$ cat src/rtl/pipeline_lock_controller.sv
// pipeline_lock_controller
//   Central stall/flush sequencer for the 5-stage pipeline. It drives the hold
//   input of every stage buffer and of the PC. It serialises multi-cycle cache
//   misses, inserts load-use bubbles, flushes the younger stages on a taken
//   redirect, and freezes the pipe after a halt.
//
//   Optional feature: define PIPE_STALL_STATS_EN to add the stall_cycles and
//   flush_count statistics outputs.
//
// Ports
//   clk                    in   rising-edge clock
//   rst_b                  in   asynchronous reset, active-high (1 = reset)
//   mem_access_mem         in   MEM-stage instruction is a load/store
//   cache_hit_mem          in   cache hit for the MEM-stage access
//   is_nop_mem             in   MEM-stage slot is a bubble
//   redirect_mem           in   taken branch/jump resolved in MEM
//   load_use_hazard        in   ID instruction needs the load result now in EX
//   halted_controller_mem  in   halt instruction reached MEM
//   pc_lock                out  hold PC
//   lock_if_id..lock_mem_wb out hold the stage buffer
//   flush_if_id..flush_ex_mem out load a NOP into the buffer on the next edge
//   mem_start              out  registered 1-cycle pulse: start the memory fill
//   mem_done               out  combinational: last miss cycle, data valid
//   halted                 out  registered, sticky halt indication
//   stall_cycles, flush_count  out [31:0], only with PIPE_STALL_STATS_EN
//
// state     | meaning
// ----------+-----------------------------------------------------------
// RUN       | normal flow; hazards and redirects are resolved here
// MEM_WAIT  | cache fill in progress; the whole pipe holds until cnt==0
// HALT      | pipe frozen; leaves only through reset
module pipeline_lock_controller #(
  parameter int MEM_LATENCY = 4,
  parameter int CNT_W       = 4
) (
  input  logic        clk,
  input  logic        rst_b,
  input  logic        mem_access_mem,
  input  logic        cache_hit_mem,
  input  logic        is_nop_mem,
  input  logic        redirect_mem,
  input  logic        load_use_hazard,
  input  logic        halted_controller_mem,
  output logic        pc_lock,
  output logic        lock_if_id,
  output logic        lock_id_ex,
  output logic        lock_ex_mem,
  output logic        lock_mem_wb,
  output logic        flush_if_id,
  output logic        flush_id_ex,
  output logic        flush_ex_mem,
  output logic        mem_start,
  output logic        mem_done,
  output logic        halted
`ifdef PIPE_STALL_STATS_EN
  ,
  output logic [31:0] stall_cycles,
  output logic [31:0] flush_count
`endif
);

  typedef enum logic [1:0] {S_RUN, S_MEM_WAIT, S_HALT} state_t;

  localparam logic [CNT_W-1:0] CNT_LOAD = CNT_W'(MEM_LATENCY - 1);

  state_t           state_q, state_d;
  logic [CNT_W-1:0] cnt_q, cnt_d;
  logic             mem_start_d;
  logic             halted_d;
  logic             redirect_acc;
  logic             miss;
  logic             halt_ev;

  assign miss    = mem_access_mem & ~cache_hit_mem & ~is_nop_mem;
  assign halt_ev = halted_controller_mem & ~is_nop_mem;

  always_ff @(posedge clk or posedge rst_b) begin
    if (rst_b) begin
      state_q   <= S_RUN;
      cnt_q     <= '0;
      mem_start <= 1'b0;
      halted    <= 1'b0;
    end else begin
      state_q   <= state_d;
      cnt_q     <= cnt_d;
      mem_start <= mem_start_d;
      halted    <= halted_d;
    end
  end

  always_comb begin
    state_d      = state_q;
    cnt_d        = cnt_q;
    mem_start_d  = 1'b0;
    halted_d     = halted;
    redirect_acc = 1'b0;
    pc_lock      = 1'b0;
    lock_if_id   = 1'b0;
    lock_id_ex   = 1'b0;
    lock_ex_mem  = 1'b0;
    lock_mem_wb  = 1'b0;
    flush_if_id  = 1'b0;
    flush_id_ex  = 1'b0;
    flush_ex_mem = 1'b0;
    mem_done     = 1'b0;

    // Outputs are forced quiet while reset is held so nothing leaks out of
    // the register being asynchronously cleared.
    if (!rst_b) begin
      unique case (state_q)
        S_RUN: begin
          if (halt_ev) begin
            {pc_lock, lock_if_id, lock_id_ex, lock_ex_mem, lock_mem_wb} = '1;
            state_d  = S_HALT;
            halted_d = 1'b1;
          end else if (miss) begin
            // Miss outranks redirect/load-use: the buffers hold, so those
            // inputs are seen again in the first RUN cycle after the fill.
            {pc_lock, lock_if_id, lock_id_ex, lock_ex_mem, lock_mem_wb} = '1;
            state_d     = S_MEM_WAIT;
            cnt_d       = CNT_LOAD;
            mem_start_d = 1'b1;
          end else if (redirect_mem) begin
            {flush_if_id, flush_id_ex, flush_ex_mem} = '1;
            redirect_acc = 1'b1;
          end else if (load_use_hazard) begin
            // Hold PC and IF/ID, push a bubble into ID/EX; older stages drain.
            pc_lock     = 1'b1;
            lock_if_id  = 1'b1;
            flush_id_ex = 1'b1;
          end
        end
        S_MEM_WAIT: begin
          if (cnt_q != '0) begin
            {pc_lock, lock_if_id, lock_id_ex, lock_ex_mem, lock_mem_wb} = '1;
            cnt_d = cnt_q - CNT_W'(1);
          end else begin
            mem_done = 1'b1;
            state_d  = S_RUN;
          end
        end
        S_HALT: begin
          {pc_lock, lock_if_id, lock_id_ex, lock_ex_mem, lock_mem_wb} = '1;
          halted_d = 1'b1;
        end
        default: state_d = S_RUN;
      endcase
    end
  end

`ifdef PIPE_STALL_STATS_EN
  always_ff @(posedge clk or posedge rst_b) begin
    if (rst_b) begin
      stall_cycles <= '0;
      flush_count  <= '0;
    end else begin
      if (pc_lock && state_q != S_HALT) stall_cycles <= stall_cycles + 32'd1;
      if (redirect_acc)                 flush_count  <= flush_count + 32'd1;
    end
  end
`else
  logic unused_redirect_acc;
  assign unused_redirect_acc = redirect_acc;
`endif

endmodule

$ cat config.mk
export PLATFORM = sky130hd
export DESIGN_NAME = pipeline_lock_controller
export DESIGN_NICKNAME = d
export VERILOG_FILES = /design/src/rtl/pipeline_lock_controller.sv
export SDC_FILE = /design/constraint.sdc
export NUM_CORES = 1
export LEC_CHECK = 0
export ABC_AREA = 0
export ABC_CLOCK_PERIOD_IN_PS = 1900
export CORE_MARGIN = 5
export CORE_UTILIZATION = 35
export CTS_BUF_LIST = sky130_fd_sc_hd__clkbuf_2 sky130_fd_sc_hd__clkbuf_4 sky130_fd_sc_hd__clkbuf_8
export CTS_CLUSTER_SIZE = 30
export DETAILED_ROUTE_END_ITERATION = 8
export PLACE_DENSITY_LB_ADDON = 0.08
export SLEW_MARGIN = 15
export SYNTH_ARGS = -nofsm -noshare
export SYNTH_HDL_FRONTEND = slang
export SYNTH_SLANG_ARGS = --single-unit
$ cat constraint.sdc
create_clock -name clk -period 1.9 [get_ports clk]
set_input_delay 0.285 -clock clk [delete_from_list [all_inputs] [get_ports clk]]
set_output_delay 0.285 -clock clk [all_outputs]
set_load 0.01 [all_outputs]
**Word-level counts from Yosys, hierarchy flattened**

Cells that the tools add are included.

- Bits of input ports: 8
- Register bits: 8
- Output and inout port bits: 11

- Muxes and demuxes: 37
- Bitwise logic cells: 7
- Reduce and logical (&&, ||, !) cells: 7
- $add $sub $neg: 1
- Equal/unequal tests: 8

Operators with widths:

| kind | count |
|---|---|
| $mux W1 | 26 |
| $mux W4 | 3 |
| $ne A2 B2 Y1 const B | 5 |
| $pmux W4 S2 | 1 |
| $mux W2 | 3 |
| $pmux W1 S3 | 2 |
| $pmux W2 S3 | 1 |
| $reduce_and A5 Y1 | 1 |
| $not A1 Y1 | 4 |
| $reduce_and A4 Y1 | 1 |
| $reduce_bool A2 Y1 | 2 |
| $reduce_bool A4 Y1 | 1 |
| $sub A4 B1 Y4 const B | 1 |
| $and A1 B1 Y1 | 3 |
| $ne A3 B3 Y1 const B | 1 |
| $reduce_and A3 Y1 | 1 |
| $eq A2 B1 Y1 const B | 1 |
| $eq A2 B2 Y1 const B | 1 |
| $logic_not A2 Y1 | 1 |
| $pmux W1 S2 | 1 |

**Depth between registers and ports, before layout**

- Word-level depth: 7
- Mapped depth: 6
- Gate-level depth less buffers: 5

**Worst setup path before layout**

Ideal clock, no wire load.

- Path type: reg-to-output
- Start: reg cnt_q[0]
- End: out lock_id_ex
- Setup slack: 0.024 ns
- Cell stages (with the launch flop): 7
- Data required time: 1.615 ns
- Buffers on the path: 1
- Data arrival time: 1.591 ns
- Path through: dfrtp_1 > inv_1 > ha_1 > nor3b_1 > o21a_1 > a211oi_1 > buf_4

- Cells in the longest elaborated chain, start to end: 4

Ends and longest elaborated chain:

| what | line | source |
|---|---|---|
| start, declared | 67 | `logic [CNT_W-1:0] cnt_q, cnt_d;` |
| start signal, assigned | 85 | `cnt_q <= cnt_d;` |
| $reduce_bool A4 Y1 | 134 | `if (cnt_q != '0) begin` |
| $mux W1 | - |  |
| $pmux W1 S3 | - |  |
| $mux W1 | - |  |
| end, declared | 46 | `output logic lock_id_ex,` |

No other way between the ends.

**Worst setup path after layout**

- Start: reg cnt_q[0]
- End: out pc_lock

- Cells in the longest elaborated chain, start to end: 4

Ends and longest elaborated chain:

| what | line | source |
|---|---|---|
| $reduce_bool A4 Y1 | 134 |  |
| $mux W1 | 134 |  |
| $pmux W1 S3 | 110 | `unique case (state_q)` |
| $mux W1 | 109 | `if (!rst_b) begin` |
| end, declared | 44 | `output logic pc_lock,` |

No other way between the ends.

==> metrics <==
status completed; CP required 1.62 ns; die area 0.00239 mm2; Worst Path Arrival 1.54 ns; Area contributors post-synth dfrtp_1, buf_4, nor2b_1; R2R depth 4; placed cells 101; Antenna Nets Post-Route 0; DR iter-0 viols 3; CTS root buffer clkbuf_4; design area 875 um2; clock period minus final worst setup slack 1.82 ns; Setup crit start kind flop; Port Buffer Count 18; Final HPWL DP 960 um; clk_lat worst skew 0.25 ns; Core Box Area 0.00147 mm2; nets 105; slew of the pin with the lowest slew margin 0.301 ns; max layer used met4; worst hold path class reg -> reg; die width 48.8 um; P per Cell Area 509 mW/mm2; clk buf depth 2; hold_ws 0.464 ns; Multi-input gate area 305 um2; CTS tree done; MaxCap Viol Count 0; Metal-1 WL 610 um; Setup violations, final 0; number of buffers created by CTS 3; total gr overflow 0; largest net degree at the start of global routing 13; drt wl/cell 11.6 um; DRT Pass-1 Iters 4; CP max FO 2; R2R Setup Slk 0.21 ns; Critical Path End Type output port; initial antenna violation count 0; Final TNS setup 0 ns; final WL 1.27 mm; global-route wire length before repair 2.04 mm; GRT Util Overall 11.2%; Placement Rows 14; CTS Sinks 8; Syn Area/Cell 9.26 um2; number of H-tree levels 1; P&R area growth vs syn 65.6%; hold_buf cts 0; FF/Latch Area 200 um2; Crit. Startpoint cnt_q[0]; Finished Core Util 59.4%; total chip power 0.446 mW; post-synth top area share 37.9%; vias in the first global route 486; leakage power 0.422 nW; clock slew at reported path FFs 0.06 ns; Starting Density 35.9%; Netlist Area Pre-Place 528 um2; Vias/cell 4.83; placed cell areas 800 um2; fillers 126; cell count of the worst hold path 2; critical path class reg -> out; Peak VDD IR 0.337 mV; RSZ-0062 raised after global routing true; DR WL met2 610 um; Hold Fails Final Rpt 0; period utilization 96.0%; Slew Limit Fails 0; Yosys cell types 30; fraction of layout cells with a size suffix above 1 45.7%; Max Clock Freq 0.548 GHz; Die H 48.8 um; final setup margin 0.0753 ns; area leader, netlist dfrtp_1; ant diodes 0; clk_skew 0.00183 ns; GPL Wtd Cong 0.665; Gate Count Post-Synth 57; min-delay src halted; DRC Markers 0; flops & latches, synth 8; Slew headroom 79.8%; Worst R2R Start state_q[1]; Yosys warning total 0; Setup WS pre-CTS -0.408 ns; Critical R2R Capture cnt_q[3]; CP endpoint pc_lock; io pins 19; via count 531; sequential share of the synthesized area 37.9%; syn_nets 66; fin cells 110; Routed met3 length 43 um
## Yosys cell counts
library cell / count
nor3b_1: 1
and2_1: 1
nor2b_1: 4
o31ai_1: 2
o2111a_1: 1
a211oi_1: 1
o21a_1: 1
or3_1: 1
a21o_1: 1
a22oi_1: 1
o21ai_1: 1
a311oi_1: 1
o2bb2ai_1: 1
buf_4: 5
and4_1: 1
a21oi_1: 2
mux2i_1: 1
ha_1: 1
dfrtp_1: 8
nor4b_1: 1
a31oi_1: 2
nand2b_1: 2
o21ai_0: 2
or4_1: 1
nor2_1: 4
nor3_1: 1
a2bb2oi_1: 1
buf_6: 1
or3b_4: 1
inv_1: 6
## cells by family after synthesis
family / count (synthesis) / synth area share, %
flops: 8 / 37.9
simple gates: 18 / 21.6
mux: 1 / 1.90
fa+ha+maj: 1 / 2.37
compound gates: 17 / 22.7
buf+inv: 12 / 13.5
## worst min path at each step
stage	to	slack, ns
after floorplan	cnt_q[0]	0.14
final	halted	0.46
after detailed placement	halted	0.46
after CTS	halted	0.47
after global routing	halted	0.50
after global placement	halted	0.46
## critical path, stage by stage, from the launching register on
cell and delay (ns):
dfrtp_1 0.35, inv_2 0.06, ha_4 0.15, nor3b_4 0.15
o21a_1 0.19, a311oi_2 0.21, buf_2 0.18
## state kept, by name (all words and copies together), names as in the netlist
signal     count
mem_start      1
halted         1
state_q        2
cnt_q          4
## cell type report
class	instances	share of cell area, %
inverters	6	2.58
repair buffers	40	34.8
well taps	16	2.29
flip-flops and latches	8	22.9
multi-input cells	37	34.9
clock buffers	3	2.58
## cells in the final DEF, fill, tap and decap left out
| master | instances |
|---|---|
| o21ai_0 | 2 |
| nor3_1 | 1 |
| a21o_1 | 1 |
| mux2i_1 | 1 |
| o2111a_1 | 1 |
| buf_2 | 6 |
| a311oi_2 | 1 |
| nor4b_1 | 1 |
| inv_2 | 2 |
| buf_4 | 22 |
| a211oi_2 | 1 |
| a22oi_1 | 1 |
| or3b_4 | 1 |
| o2bb2ai_1 | 1 |
| or4_1 | 1 |
| nor2b_4 | 1 |
| clkbuf_2 | 2 |
| nor3b_4 | 1 |
| a21oi_1 | 2 |
| dlygate4sd2_1 | 1 |
| or3_1 | 1 |
| and4_1 | 1 |
| a2bb2oi_1 | 1 |
| o21a_1 | 1 |
| clkbuf_4 | 3 |
| o21ai_2 | 1 |
| clkdlybuf4s50_1 | 9 |
| nor2_1 | 4 |
| nor2b_2 | 1 |
| and2_1 | 1 |
| inv_1 | 4 |
| ha_4 | 1 |
| a31oi_1 | 2 |
| nand2b_1 | 2 |
| nor2b_1 | 2 |
| dfrtp_1 | 8 |
| o31ai_1 | 2 |
## routing by layer
metal,global-route usage (%),vias to the layer above
li1,-,278
met4,4.04,0
met5,0,-
met3,5.50,2
met1,13.6,239
met2,17.0,12
## where the power goes
group	internal [mW]	switching (mW)
Clock	0.0723	0.0585
Sequential	0.183	0.0112
Combinational	0.0707	0.0494
## repair_timing
action / 4_1_cts / 5_1_grt
endpoints found under the setup margin: 9 / 8
buffers inserted: 3 / 3
gates resized for setup: 37 / 6
pin swaps: 1 / 1
Note: power is estimated with default switching activity, not from simulation.
